## src/rtl/bneck_pkg.sv

```systemverilog
// Shared types and constants for the bottleneck residual-add stage.
// Holds the residual FSM state enum, Q8.8 saturation limits and the skip FIFO entry layout.
package bneck_pkg;

  typedef enum logic [1:0] {
    IDLE = 2'd0,
    RUN  = 2'd1,
    DONE = 2'd2
  } res_state_t;

  localparam int          Q88_W   = 16;
  localparam logic [15:0] Q88_MAX = 16'h7FFF;
  localparam logic [15:0] Q88_MIN = 16'h8000;

  typedef struct packed {
    logic [Q88_W-1:0] data;
    logic [7:0]       channel;
    logic [7:0]       row;
    logic [7:0]       col;
  } skip_entry_t;

endpackage

```

## src/rtl/residual_skip_fifo.sv

```systemverilog
// Synchronous FIFO holding skip-path entries until the matching main-path sample arrives.
// Head is read straight from the array so a pop can use it in the same cycle.
module residual_skip_fifo
  import bneck_pkg::*;
#(
  parameter int  FIFO_DEPTH = 64,
  parameter type entry_t    = skip_entry_t
) (
  input  logic   clk,
  input  logic   rst_n,
  input  logic   push,
  input  entry_t wr_entry,
  input  logic   pop,
  output entry_t head,
  output logic   full,
  output logic   empty
);

  localparam int AW = (FIFO_DEPTH > 1) ? $clog2(FIFO_DEPTH) : 1;

  entry_t        mem [FIFO_DEPTH];
  logic [AW-1:0] wr_ptr_reg;
  logic [AW-1:0] rd_ptr_reg;
  logic [AW:0]   count_reg;
  logic          do_push;
  logic          do_pop;

  assign full    = (count_reg == (AW+1)'(FIFO_DEPTH));
  assign empty   = (count_reg == '0);
  assign do_push = push && !full;
  assign do_pop  = pop && !empty;
  assign head    = mem[rd_ptr_reg];

  always_ff @(posedge clk) begin
    if (do_push) begin
      mem[wr_ptr_reg] <= wr_entry;
    end
  end

  always_ff @(posedge clk or negedge rst_n) begin
    if (!rst_n) begin
      wr_ptr_reg <= '0;
      rd_ptr_reg <= '0;
      count_reg  <= '0;
    end else begin
      if (do_push) wr_ptr_reg <= wr_ptr_reg + 1'b1;
      if (do_pop)  rd_ptr_reg <= rd_ptr_reg + 1'b1;
      // Simultaneous push and pop leave the occupancy unchanged.
      case ({do_push, do_pop})
        2'b10:   count_reg <= count_reg + 1'b1;
        2'b01:   count_reg <= count_reg - 1'b1;
        default: count_reg <= count_reg;
      endcase
    end
  end

endmodule

```

## src/rtl/bneck_residual_add.sv

```systemverilog
// Residual connection: buffers the block input and adds it, saturated, to the block output.
// Optional skip/main tag comparator enabled by defining RESIDUAL_COORD_CHECK_EN.
module bneck_residual_add
  import bneck_pkg::*;
#(
  parameter int DATA_WIDTH   = 16,
  parameter int CHANNELS     = 24,
  parameter int FEATURE_SIZE = 56,
  parameter int FIFO_DEPTH   = 64,
  parameter bit USE_RESIDUAL = 1'b1
) (
  input  logic                  clk,
  input  logic                  rst_n,
  input  logic                  skip_valid,
  input  logic [DATA_WIDTH-1:0] skip_data,
  input  logic [7:0]            skip_channel,
  input  logic [7:0]            skip_row,
  input  logic [7:0]            skip_col,
  output logic                  skip_ready,
  input  logic                  main_valid,
  input  logic [DATA_WIDTH-1:0] main_data,
  input  logic [7:0]            main_channel,
  input  logic [7:0]            main_row,
  input  logic [7:0]            main_col,
  output logic                  main_ready,
  output logic                  out_valid,
  output logic [DATA_WIDTH-1:0] out_data,
  output logic [7:0]            out_channel,
  output logic [7:0]            out_row,
  output logic [7:0]            out_col,
  input  logic                  out_ready,
  output logic                  frame_done,
  output logic                  err_mismatch,
  output logic                  err_overrun
);

  typedef struct packed {
    logic [DATA_WIDTH-1:0] data;
    logic [7:0]            channel;
    logic [7:0]            row;
    logic [7:0]            col;
  } entry_t;

  localparam int FRAME_LEN = CHANNELS * FEATURE_SIZE * FEATURE_SIZE;
  localparam int CNT_W     = (FRAME_LEN > 1) ? $clog2(FRAME_LEN) : 1;
  localparam logic [CNT_W-1:0]      TERM_CNT = CNT_W'(FRAME_LEN - 1);
  localparam logic [DATA_WIDTH-1:0] SAT_MAX  = (DATA_WIDTH == Q88_W) ? DATA_WIDTH'(Q88_MAX)
                                               : {1'b0, {(DATA_WIDTH-1){1'b1}}};
  localparam logic [DATA_WIDTH-1:0] SAT_MIN  = (DATA_WIDTH == Q88_W) ? DATA_WIDTH'(Q88_MIN)
                                               : {1'b1, {(DATA_WIDTH-1){1'b0}}};

  res_state_t            state_reg, state_next;
  logic [CNT_W-1:0]      frame_cnt_reg;
  logic                  out_valid_reg;
  logic [DATA_WIDTH-1:0] out_data_reg;
  logic [7:0]            out_channel_reg, out_row_reg, out_col_reg;
  logic                  err_mismatch_reg, err_overrun_reg;

  entry_t                skip_entry, skip_head;
  logic                  fifo_full, fifo_empty;
  logic                  skip_push, skip_pop, fire, accept, last_accept;
  logic [DATA_WIDTH:0]   sum_wide;
  logic [DATA_WIDTH-1:0] sum_sat, result;

  assign skip_entry = '{data: skip_data, channel: skip_channel, row: skip_row, col: skip_col};
  assign skip_ready = USE_RESIDUAL ? !fifo_full : 1'b1;
  assign skip_push  = USE_RESIDUAL && skip_valid && skip_ready;

  assign main_ready = (state_reg != DONE) && (!out_valid_reg || out_ready)
                      && (!fifo_empty || !USE_RESIDUAL);
  assign fire        = main_valid && main_ready;
  assign skip_pop    = fire && USE_RESIDUAL;
  assign accept      = out_valid_reg && out_ready;
  assign last_accept = accept && (frame_cnt_reg == TERM_CNT);

  residual_skip_fifo #(
    .FIFO_DEPTH (FIFO_DEPTH),
    .entry_t    (entry_t)
  ) u_skip_fifo (
    .clk      (clk),
    .rst_n    (rst_n),
    .push     (skip_push),
    .wr_entry (skip_entry),
    .pop      (skip_pop),
    .head     (skip_head),
    .full     (fifo_full),
    .empty    (fifo_empty)
  );

  // One extra bit of headroom; overflow shows up as the top two bits disagreeing.
  assign sum_wide = {main_data[DATA_WIDTH-1], main_data}
                  + {skip_head.data[DATA_WIDTH-1], skip_head.data};

  always_comb begin
    sum_sat = sum_wide[DATA_WIDTH-1:0];
    if (sum_wide[DATA_WIDTH] != sum_wide[DATA_WIDTH-1]) begin
      sum_sat = sum_wide[DATA_WIDTH] ? SAT_MIN : SAT_MAX;
    end
    result = USE_RESIDUAL ? sum_sat : main_data;
  end

  always_comb begin
    state_next = state_reg;
    unique case (state_reg)
      IDLE:    if (fire) state_next = RUN;
      RUN:     if (last_accept) state_next = DONE;
      DONE:    state_next = IDLE;
      default: state_next = IDLE;
    endcase
  end

  always_ff @(posedge clk or negedge rst_n) begin
    if (!rst_n) begin
      state_reg       <= IDLE;
      frame_cnt_reg   <= '0;
      out_valid_reg   <= 1'b0;
      out_data_reg    <= '0;
      out_channel_reg <= '0;
      out_row_reg     <= '0;
      out_col_reg     <= '0;
      err_overrun_reg <= 1'b0;
    end else begin
      state_reg <= state_next;
      if (accept) begin
        frame_cnt_reg <= last_accept ? '0 : frame_cnt_reg + 1'b1;
      end
      if (fire) begin
        out_valid_reg   <= 1'b1;
        out_data_reg    <= result;
        out_channel_reg <= main_channel;
        out_row_reg     <= main_row;
        out_col_reg     <= main_col;
      end else if (out_ready) begin
        out_valid_reg <= 1'b0;
      end
      // Leftover skip entries at frame end mean the two streams have drifted apart.
      if (state_reg == DONE && !fifo_empty) begin
        err_overrun_reg <= 1'b1;
      end
    end
  end

`ifdef RESIDUAL_COORD_CHECK_EN
  always_ff @(posedge clk or negedge rst_n) begin
    if (!rst_n) begin
      err_mismatch_reg <= 1'b0;
    end else if (skip_pop && ({skip_head.channel, skip_head.row, skip_head.col}
                              != {main_channel, main_row, main_col})) begin
      err_mismatch_reg <= 1'b1;
    end
  end
`else
  logic unused_head_tags;
  assign unused_head_tags = ^{skip_head.channel, skip_head.row, skip_head.col};
  assign err_mismatch_reg = 1'b0;
`endif

  assign out_valid    = out_valid_reg;
  assign out_data     = out_data_reg;
  assign out_channel  = out_channel_reg;
  assign out_row      = out_row_reg;
  assign out_col      = out_col_reg;
  assign frame_done   = (state_reg == DONE);
  assign err_mismatch = err_mismatch_reg;
  assign err_overrun  = err_overrun_reg;

endmodule

```

## config.mk

```make
export PLATFORM = sky130hd
export DESIGN_NAME = bneck_residual_add
export DESIGN_NICKNAME = d
export VERILOG_FILES = /design/src/rtl/bneck_pkg.sv /design/src/rtl/residual_skip_fifo.sv /design/src/rtl/bneck_residual_add.sv
export SDC_FILE = /design/constraint.sdc
export NUM_CORES = 1
export LEC_CHECK = 0
export CAP_MARGIN = 20
export CORE_ASPECT_RATIO = 1.5
export CORE_MARGIN = 5
export CORE_UTILIZATION = 45
export CTS_BUF_LIST = sky130_fd_sc_hd__clkbuf_4 sky130_fd_sc_hd__clkbuf_8
export DETAILED_ROUTE_END_ITERATION = 8
export DONT_BUFFER_PORTS = 1
export HOLD_SLACK_MARGIN = 0.15
export SYNTH_ARGS = -nofsm -noshare
export SYNTH_HDL_FRONTEND = slang
export SYNTH_SLANG_ARGS = --single-unit
```

## constraint.sdc

```tcl
create_clock -name clk -period 5.9 [get_ports clk]
set_clock_uncertainty 0.1 [all_clocks]
set_input_delay 0.885 -clock clk [delete_from_list [all_inputs] [get_ports clk]]
set_output_delay 0.885 -clock clk [all_outputs]
set_load 0.01 [all_outputs]
```

---- Word level (Yosys, flattened, before mapping) ----
Memories as Yosys holds them, arrays and structs flattened.
Cells that the tools add are included.
word-level totals
  latch bits .............................. 0
  memories ................................ 1
  bits in writable memories ............... 2560
  output and inout bits ................... 46
  bits in registers ....................... 80
  memory bits (read-only) ................. 0
operators by class
  magnitude comparators ................... 0
  shift operators ......................... 0
  div/mod/pow operators ................... 0
  reduce and logical (&&, ||, !) cells .... 18
  mux-type cells .......................... 11
  add/sub/neg operators ................... 6
  bitwise logic cells ..................... 0
  equality and inequality tests ........... 10
  multiply operators ...................... 0
memory list
  name             words  bits a word  rd ports  clocked after Yosys merged registers in  write ports  RTL line                  source
  u_skip_fifo.mem  64     40           1         0                                        1            residual_skip_fifo.sv:21  entry_t mem [FIFO_DEPTH];
operator list
  kind                                                                     number
  16-bit two-way mux                                                       2
  16-bit by 16-bit adder with 17-bit output                                1
  17-bit by 1-bit adder with 17-bit output, second input constant          1
  17-bit equality test, second input constant                              1
  17-bit two-way mux                                                       1
  7-bit case mux with 2 select lines                                       1
  6-bit by 1-bit adder with 6-bit output, second input constant            2
  1-bit logical AND                                                        9
  7-bit by 1-bit adder with 7-bit output, second input constant            1
  7-bit equality test, second input constant                               1
  7-bit logical NOT                                                        1
  7-bit by 1-bit subtractor with 7-bit output, second input constant       1
  2-bit by 1-bit equality test with 1-bit output, second input constant    2
  2-bit equality test, second input constant                               2
  1-bit two-way mux                                                        4
  2-bit two-way mux                                                        2
  2-bit inequality test, second input constant                             2
  2-bit case mux with 2 select lines                                       1
  2-bit nonzero test                                                       2
  1-bit logical NOT                                                        3
  2-bit logical NOT                                                        1
  2-bit by 1-bit inequality test with 1-bit output, second input constant  1
  2-bit AND reduction                                                      1
  1-bit logical OR                                                         1
  1-bit inequality test                                                    1

---- Logic depth before layout (Yosys ltp) ----
Gate-level depths: netlist (run 1).
  depth after elaboration ................. 8
  depth in mapped cells ................... 18
  mapped depth without buffers ............ 16

---- Hierarchy ----
Synthesis (run 1) repeated with hierarchy kept, for this count alone.
second synthesis, totals
  cells, all modules ...................... 4740
  area total of the unflattened synthesis .. 102270.6 µm²
by module, submodules not included
  module              sequential area each (µm²)  instances  area each (µm²)  cells each
  residual_skip_fifo  77349.2                     1          98804.8          4341
  bneck_residual_add  1526.5                      1          3465.8           399

---- Worst setup path before layout (run 1) ----
No wires, ideal clock.
  path kind ............................... flip-flop to flip-flop
  from .................................... register u_skip_fifo.rd_ptr_reg[0]
  to ...................................... register out_data_reg[10], in the netlist out_data[10]
  setup time .............................. 0.126 ns
  required time ........................... 5.674 ns
  slack ................................... 1.278 ns
  clock period less this slack ............ 4.622 ns
  path buffers ............................ 4
  data arrival time ....................... 4.396 ns
  stages on the path, launching flop included .. 16
  cell sequence ........................... dfrtp_1 > buf_2 > buf_1 > mux4_2 > mux4_2 > mux4_2 > ha_1 > clkbuf_1 > nand2_1 > a2111oi_0 > o21ai_0 > a21boi_0 > nor3_1 > nor2_1 > buf_2 > a21oi_1
on the way
  word-level cells in the longest chain between the ends .. 4
RTL lines
  item                                                         RTL line                                            source
  start: declaration                                           residual_skip_fifo.sv:23                            logic [AW-1:0] rd_ptr_reg;
  start signal: assignment                                     residual_skip_fifo.sv:47                            if (do_pop) rd_ptr_reg <= rd_ptr_reg + 1'b1;
  memory read 64 x 40 bit *                                    -
  16-bit by 16-bit adder with 17-bit output *                  bneck_residual_add.sv:92                            + {skip_head.data[DATA_WIDTH-1], skip_head.data};
  16-bit two-way mux or 1-bit inequality test (tied branches)  bneck_residual_add.sv:97, bneck_residual_add.sv:96
  16-bit two-way mux *                                         bneck_residual_add.sv:96                            if (sum_wide[DATA_WIDTH] != sum_wide[DATA_WIDTH-1]) begin
  end signal: assignment                                       bneck_residual_add.sv:129                           out_data_reg <= result;
  end: declaration                                             bneck_residual_add.sv:55                            logic [DATA_WIDTH-1:0] out_data_reg;
Every way passes the cells marked *; elsewhere a longest branch is shown, timed or not.
A chain may end at the register's enable or synchronous reset.

---- Final worst setup path (run 1) ----
  from .................................... register u_skip_fifo.rd_ptr_reg[0]
  to ...................................... register out_data_reg[2], in the netlist out_data[2]
Same word-level chain as after synthesis.

==> metrics.md, run 1 <==
| Metric | Value |
|---|---|
| Wire per inst | `between 20 and 30 µm` |
| Fill cell total of the finished layout | `7468` |
| Max reg flops | `1024` |
| TritonCTS clock tree | `yes` |
| Full die area | `0.103 mm²` |
| Clock Root Buffer | `clkbuf_8` |
| Post-CTS Repair Setup Buffers | `0` |
| Worst setup path class | `register to register` |
| Nets | `2310` |
| Clk buf depth | `3` |
| Yosys warnings | `0` |
| FF+latch count, synth | `1104` |
| DRT Pass-1 Iters | `5` |
| First-pass GRT wire length | `roughly 150 mm` |
| H-tree depth | `4` |
| DIE WIDTH | `263 µm` |
| Seq. cell area | `0.0328 mm²` |
| Worst EP required | `6500 ps` |
| Worst hold path class | `primary input to register` |
| Crit. End Element | `register` |
| Outcome | `completed` |
| Lkg Pwr | `0.0160 µW` |
| Place WS | `701 ps` |
| Mapped cell area | `0.0433 mm²` |
| Fin crit period | `5290 ps` |
| Hold Fails Final Rpt | `0` |
| CTS buffer count | `approximately 150` |
| Rel. slew slack | `0.449` |
| Final Instance Area | `0.0494 mm²` |
| Most common cell after layout, fill and taps aside | `edfxtp_1` |
| Grt ovf | `0` |
| Clock edge transition at the registers on the reported setup and hold paths | `70 ps` |
| Layout cells sized above 1 | `0.312` |
| RSZ-0062 raised after global routing | `no` |
| Max FO, Critical Path | `22` |
| CP Launch Type | `register` |
| Commonest cells after routing, fill and taps aside | `edfxtp_1 (1024), mux4_2 (336), clkbuf_8 (162), nand2_1 (129), nor2_1 (102)` |
| Placed Cells | `3269` |
| Routed Antenna Nets | `0` |
| DRC viols | `0` |
| Num rows | `roughly 140` |
| Arr. time, crit path | `approximately 6000 ps` |
| Max Slew Vio Count | `0` |
| Vias in the first global route | `~22000` |
| Final Cycle Share | `0.896` |
| Mapped Nets | `about 2100` |
| Post-CTS Hold Buffers | `43` |
| Fmax | `189 MHz` |
| Initial drt markers | `1494` |
| GRT Util Overall | `0.204` |
| Worst VDD drop | `0.285 mV` |
| Worst setup margin | `613 ps` |
| GPL Wtd Cong | `0.924` |
| Final non-filler cell total | `3602` |
| Actual slew at the worst max-slew pin | `827 ps` |
| Sequential share of the synthesized area | `0.757` |
| EDFF count, synth | `1024` |
| Die H | `a little under 400 µm` |
| Count of final setup violators | `0` |
| Pin count of the biggest net entering global routing | `81` |
| Detailed Place HPWL | `60.4 mm` |
| Initial Util | `0.452` |
| R2R Setup Slk | `around 600 ps` |
| Area of the multi-input gates | `0.0100 mm²` |
| Final setup TNS | `0 ps` |
| Max-cap violations | `0` |
| Port Buf Inserts | `0` |
| Syn_area_per_cell | `21.7 µm²` |
| DR vias/cell | `~5.7` |
| Synth Flop Type | `edfxtp_1` |
| Total vias in the final route | `20600` |
| Synth unique cells | `49` |
| PostCTS Resize Cnt | `0` |
| Placed Area | `0.0454 mm²` |
| I/O pin total | `131` |
| P per Cell Area | `about 470 mW/mm²` |
| # clock sinks | `~1100` |
| Routed wire length | `104 mm` |
| Asr flop ratio synth | `0.0725` |
| Initial antenna violation count | `4` |
| Mapped Cells | `between 1500 and 2000` |
| Area Overhead vs Synth | `14.3%` |
| Worst-skew pair later-pin latency | `between 800 and 900 ps` |
| Core area | `about 0.096 mm²` |
## synth_stat cells, types with 4 or more instances
library cell	number	area (µm²)
buf_2	27	135
nand3_1	9	45.0
nor2_1	108	405
o21ai_0	15	75.1
xnor2_1	29	254
clkbuf_1	51	191
buf_1	14	52.6
a21o_1	7	52.6
xor2_1	13	114
nand2_1	129	484
dfrtp_1	80	2000
mux4_2	336	7570
nor2b_1	4	25.0
inv_1	16	60.1
a31oi_1	4	25.0
ha_1	25	313
edfxtp_1	1024	30700
nor3_1	5	25.0
a21oi_1	30	150
o21bai_1	6	45.0
a211oi_1	4	30.0
nand4_1	14	87.6
## cells by family after synthesis
| group | count (synthesis) | share of synthesized area |
|---|---|---|
| adders and majority gates | 27 | 0.00816 |
| AOI/OAI and AO/OA | 79 | 0.0112 |
| DFF | 1104 | 0.757 |
| buffers and inverters | 114 | 0.0115 |
| and+or+nand+nor | 289 | 0.0281 |
| xor gates and xnor gates | 42 | 0.00851 |
| muxes | 337 | 0.175 |
| other | 1 | 0.0000867 |
## layout make-up
class | count | share of cell area
multi-input combinational | 775 | 0.203
inverter | 16 | 0.00122
tap | 1269 | 0.0321
antenna | 8 | 0.000405
clock inverter | 72 | 0.0138
clock buffer | 210 | 0.0524
sequential | 1104 | 0.663
timing repair buffer | 148 | 0.0345
## through the flow
step           power [µW]  utilization  hold WS, ps
2_1_floorplan       14700            -          328
3_3_place_gp        17000        0.475          347
3_5_place_dp        17200        0.475          361
4_1_cts             23600        0.517          193
5_1_grt             24500        0.517          235
6_report            23400        0.517          279
## path summary, 6_finish.rpt
path,to,cells past startpoint,startpoint
min in group asynchronous,u_skip_fifo.wr_ptr_reg[2]$_DFFE_PN0P_,2,rst_n
worst min register to register,state_reg[0]$_DFFE_PN0P_,1,state_reg[1]$_DFFE_PN0P_
worst max-delay path,out_data[2]$_DFFE_PN0N_,14,u_skip_fifo.rd_ptr_reg[0]$_DFFE_PN0P_
worst max register to register,out_data[2]$_DFFE_PN0N_,14,u_skip_fifo.rd_ptr_reg[0]$_DFFE_PN0P_
max in group asynchronous,u_skip_fifo.rd_ptr_reg[0]$_DFFE_PN0P_,2,rst_n
worst min-delay path,u_skip_fifo.wr_ptr_reg[1]$_DFFE_PN0P_,3,skip_valid
## routing by layer
layer | global-route usage | wire (µm)
met2 | 0.376 | 57100
met3 | 0.0413 | 5280
met5 | 0 | 0
met1 | 0.246 | 39200
met4 | 0.0570 | 2570
## critical path, stage by stage, from the launching register on
cell and delay, ps:
dfrtp_4 630, buf_12 270, buf_12 220, mux4_2 540
mux4_2 640, mux4_2 550, ha_1 390, nand4_1 200
a2111oi_0 420, o21ai_0 220, a21boi_0 290, nor3_1 100
nor2_1 220, buf_4 240, a21oi_1 90
## power by group
part / internal, µW / switching (µW) / leakage, µW
clock: 3430 / 2820 / 0.00171
sequential: 9000 / 464 / 0.0102
combinational: 3600 / 4050 / 0.00415
total: 16000 / 7330 / 0.0160
Power figures use the tool's default switching activity.
==> run 2: changes to the inputs <==
- PLACE_DENSITY: unset -> 0.58
==> metrics.md, run 2 (synthesis results as in run 1) <==
| Metric | Value |
|---|---|
| Full die area | `0.103 mm²` |
| CP Launch Type | `register` |
| Grt met3 use | `0.0417` |
| Commonest cells after routing, fill and taps aside | `edfxtp_1 (1024), mux4_2 (336), clkbuf_8 (170), nand2_1 (129), nor2_1 (108)` |
| Final Instance Area | `~0.049 mm²` |
| Detailed Place HPWL | `between 60 and 70 mm` |
| Hold Fails Final Rpt | `0` |
| Count of final setup violators | `0` |
| Worst hold path class | `primary input to register` |
| Max Slew Vio Count | `0` |
| Placed Area | `0.0455 mm²` |
| First-pass GRT wire length | `146 mm` |
| Met1 Usage GRT | `0.240` |
| GRT Util Overall | `0.192` |
| Initial antenna violation count | `4` |
| DRT Pass-1 Iters | `5` |
| Max-cap violations | `0` |
| Hold Path Depth | `3` |
| Final Cycle Share | `0.909` |
| DRC viols | `0` |
| Area Overhead vs Synth | `14.4%` |
| Routed Antenna Nets | `0` |
| I/O pin total | `around 130` |
| Actual slew at the worst max-slew pin | `911 ps` |
| Final setup TNS | `0 ps` |
| DIE WIDTH | `approximately 260 µm` |
| Grt peak-use layer | `met2` |
| PostCTS Resize Cnt | `0` |
| Global-route met2 utilization | `0.339` |
| DR vias/cell | `between 5 and 6` |
| H-tree depth | `4` |
| Max reg flops | `1024` |
| TritonCTS clock tree | `yes` |
| Nets | `2317` |
| Port Buf Inserts | `0` |
| Fmax | `between 150 and 200 MHz` |
| CTS buffer count | `160` |
| Clk buf depth | `3` |
| Outcome | `completed` |
| Final Core Density | `0.517` |
| Rel. slew slack | `0.391` |
| Total power | `between 20000 and 25000 µW` |
| Fill cell total of the finished layout | `approximately 7500` |
| P per Cell Area | `472 mW/mm²` |
| # clock sinks | `1104` |
| Clock Root Buffer | `clkbuf_8` |
| Fin crit period | `between 5000 and 6000 ps` |
| Initial drt markers | `1513` |
| Placed Cells | `3268` |
| Final non-filler cell total | `roughly 3600` |
| Num rows | `139` |
| Grt ovf | `0` |
| Die H | `390 µm` |
| Worst R2R Path Depth | `12` |
| Worst VDD drop | `0.307 mV` |
| Routed wire length | `97.7 mm` |
| Worst EP required | `6450 ps` |
| Initial Util | `0.452` |
| Wire per inst | `27.1 µm` |
| Arr. time, crit path | `5920 ps` |
| Vias in the first global route | `21900` |
| Layout cells sized above 1 | `0.311` |
| Pin count of the biggest net entering global routing | `81` |
| Max FO, Critical Path | `between 40 and 50` |
| Core area | `approximately 0.096 mm²` |
| RSZ-0062 raised after global routing | `no` |
| Clock edge transition at the registers on the reported setup and hold paths | `roughly 70 ps` |
| Crit. End Element | `register` |
| Total vias in the final route | `slightly above 20000` |
| Worst-skew pair later-pin latency | `830 ps` |
| GPL Wtd Cong | `0.822` |
| Worst setup path class | `register to register` |
| Lkg Pwr | `0.0161 µW` |
| Most common cell after layout, fill and taps aside | `edfxtp_1` |
-- run 2: changes by cell type in the layout (fill, tap and decap cells not counted), sizes merged --
cell / delta
bufinv: -7
clkbuf: +18
clkinv: -2
clkinvlp: -2
diode: -1
inv: +4
-- run 2: final cells by class --
class | instances | area [µm²] | area share
flip-flops and latches | 1104 | 32800 | 0.662
multi-input cells | 775 | 10000 | 0.202
clock buffers | 228 | 2780 | 0.0561
repair buffers | 148 | 1790 | 0.0361
well taps | 1269 | 1590 | 0.0321
clock inverters | 65 | 479 | 0.00969
inverters | 16 | 60.1 | 0.00121
diodes | 7 | 17.5 | 0.000354
-- run 2: worst max-delay path: stages (launching register included) --
cell and delay, ps:
dfrtp_4 500, buf_12 320, mux4_2 600, mux4_2 580
mux4_2 530, ha_1 360, nor2b_1 180, o2111ai_1 340
a2111oi_0 200, o32ai_1 440, nor3_1 80, nor2_1 700
a21oi_1 160
-- run 2: path summary, 6_finish.rpt --
path                                                  startpoint                               endpoint  slack [ps]
setup / recovery           u_skip_fifo.rd_ptr_reg[0]$_DFFE_PN0P_                out_data[1]$_DFFE_PN0N_         530
setup reg to reg           u_skip_fifo.rd_ptr_reg[0]$_DFFE_PN0P_                out_data[1]$_DFFE_PN0N_         530
max in group asynchronous                                  rst_n                 out_row[1]$_DFFE_PN0N_        4820
min in group asynchronous                                  rst_n  u_skip_fifo.wr_ptr_reg[0]$_DFFE_PN0P_         520
hold / removal                                        skip_valid  u_skip_fifo.wr_ptr_reg[1]$_DFFE_PN0P_         270
hold reg to reg                         state_reg[1]$_DFFE_PN0P_               state_reg[0]$_DFFE_PN0P_         370
-- run 2: where the power goes --
part           switching [µW]  total [µW]  internal [µW]
Clock                    2850        6150           3310
Sequential                389        9390           9000
Combinational            4140        7800           3670
-- run 2: routing by layer --
layer	vias to the layer above	routed length [µm]
li1	8694	-
met1	10800	38200
met2	584	51900
met3	146	5000
met4	2	2620
met5	-	16
-- run 2: what timing repair did --
| action | CTS | global route |
|---|---|---|
| endpoints found under the hold margin | 1131 | 0 |
| hold buffers | 43 | 0 |
| setup buffers | 0 | 0 |
-- run 2: through the flow --
step	hold slack, ps	setup WS, ps
final	272	534
after CTS	163	527
after floorplan	328	1280
after global routing	225	126
after detailed placement	363	573
after global placement	346	617
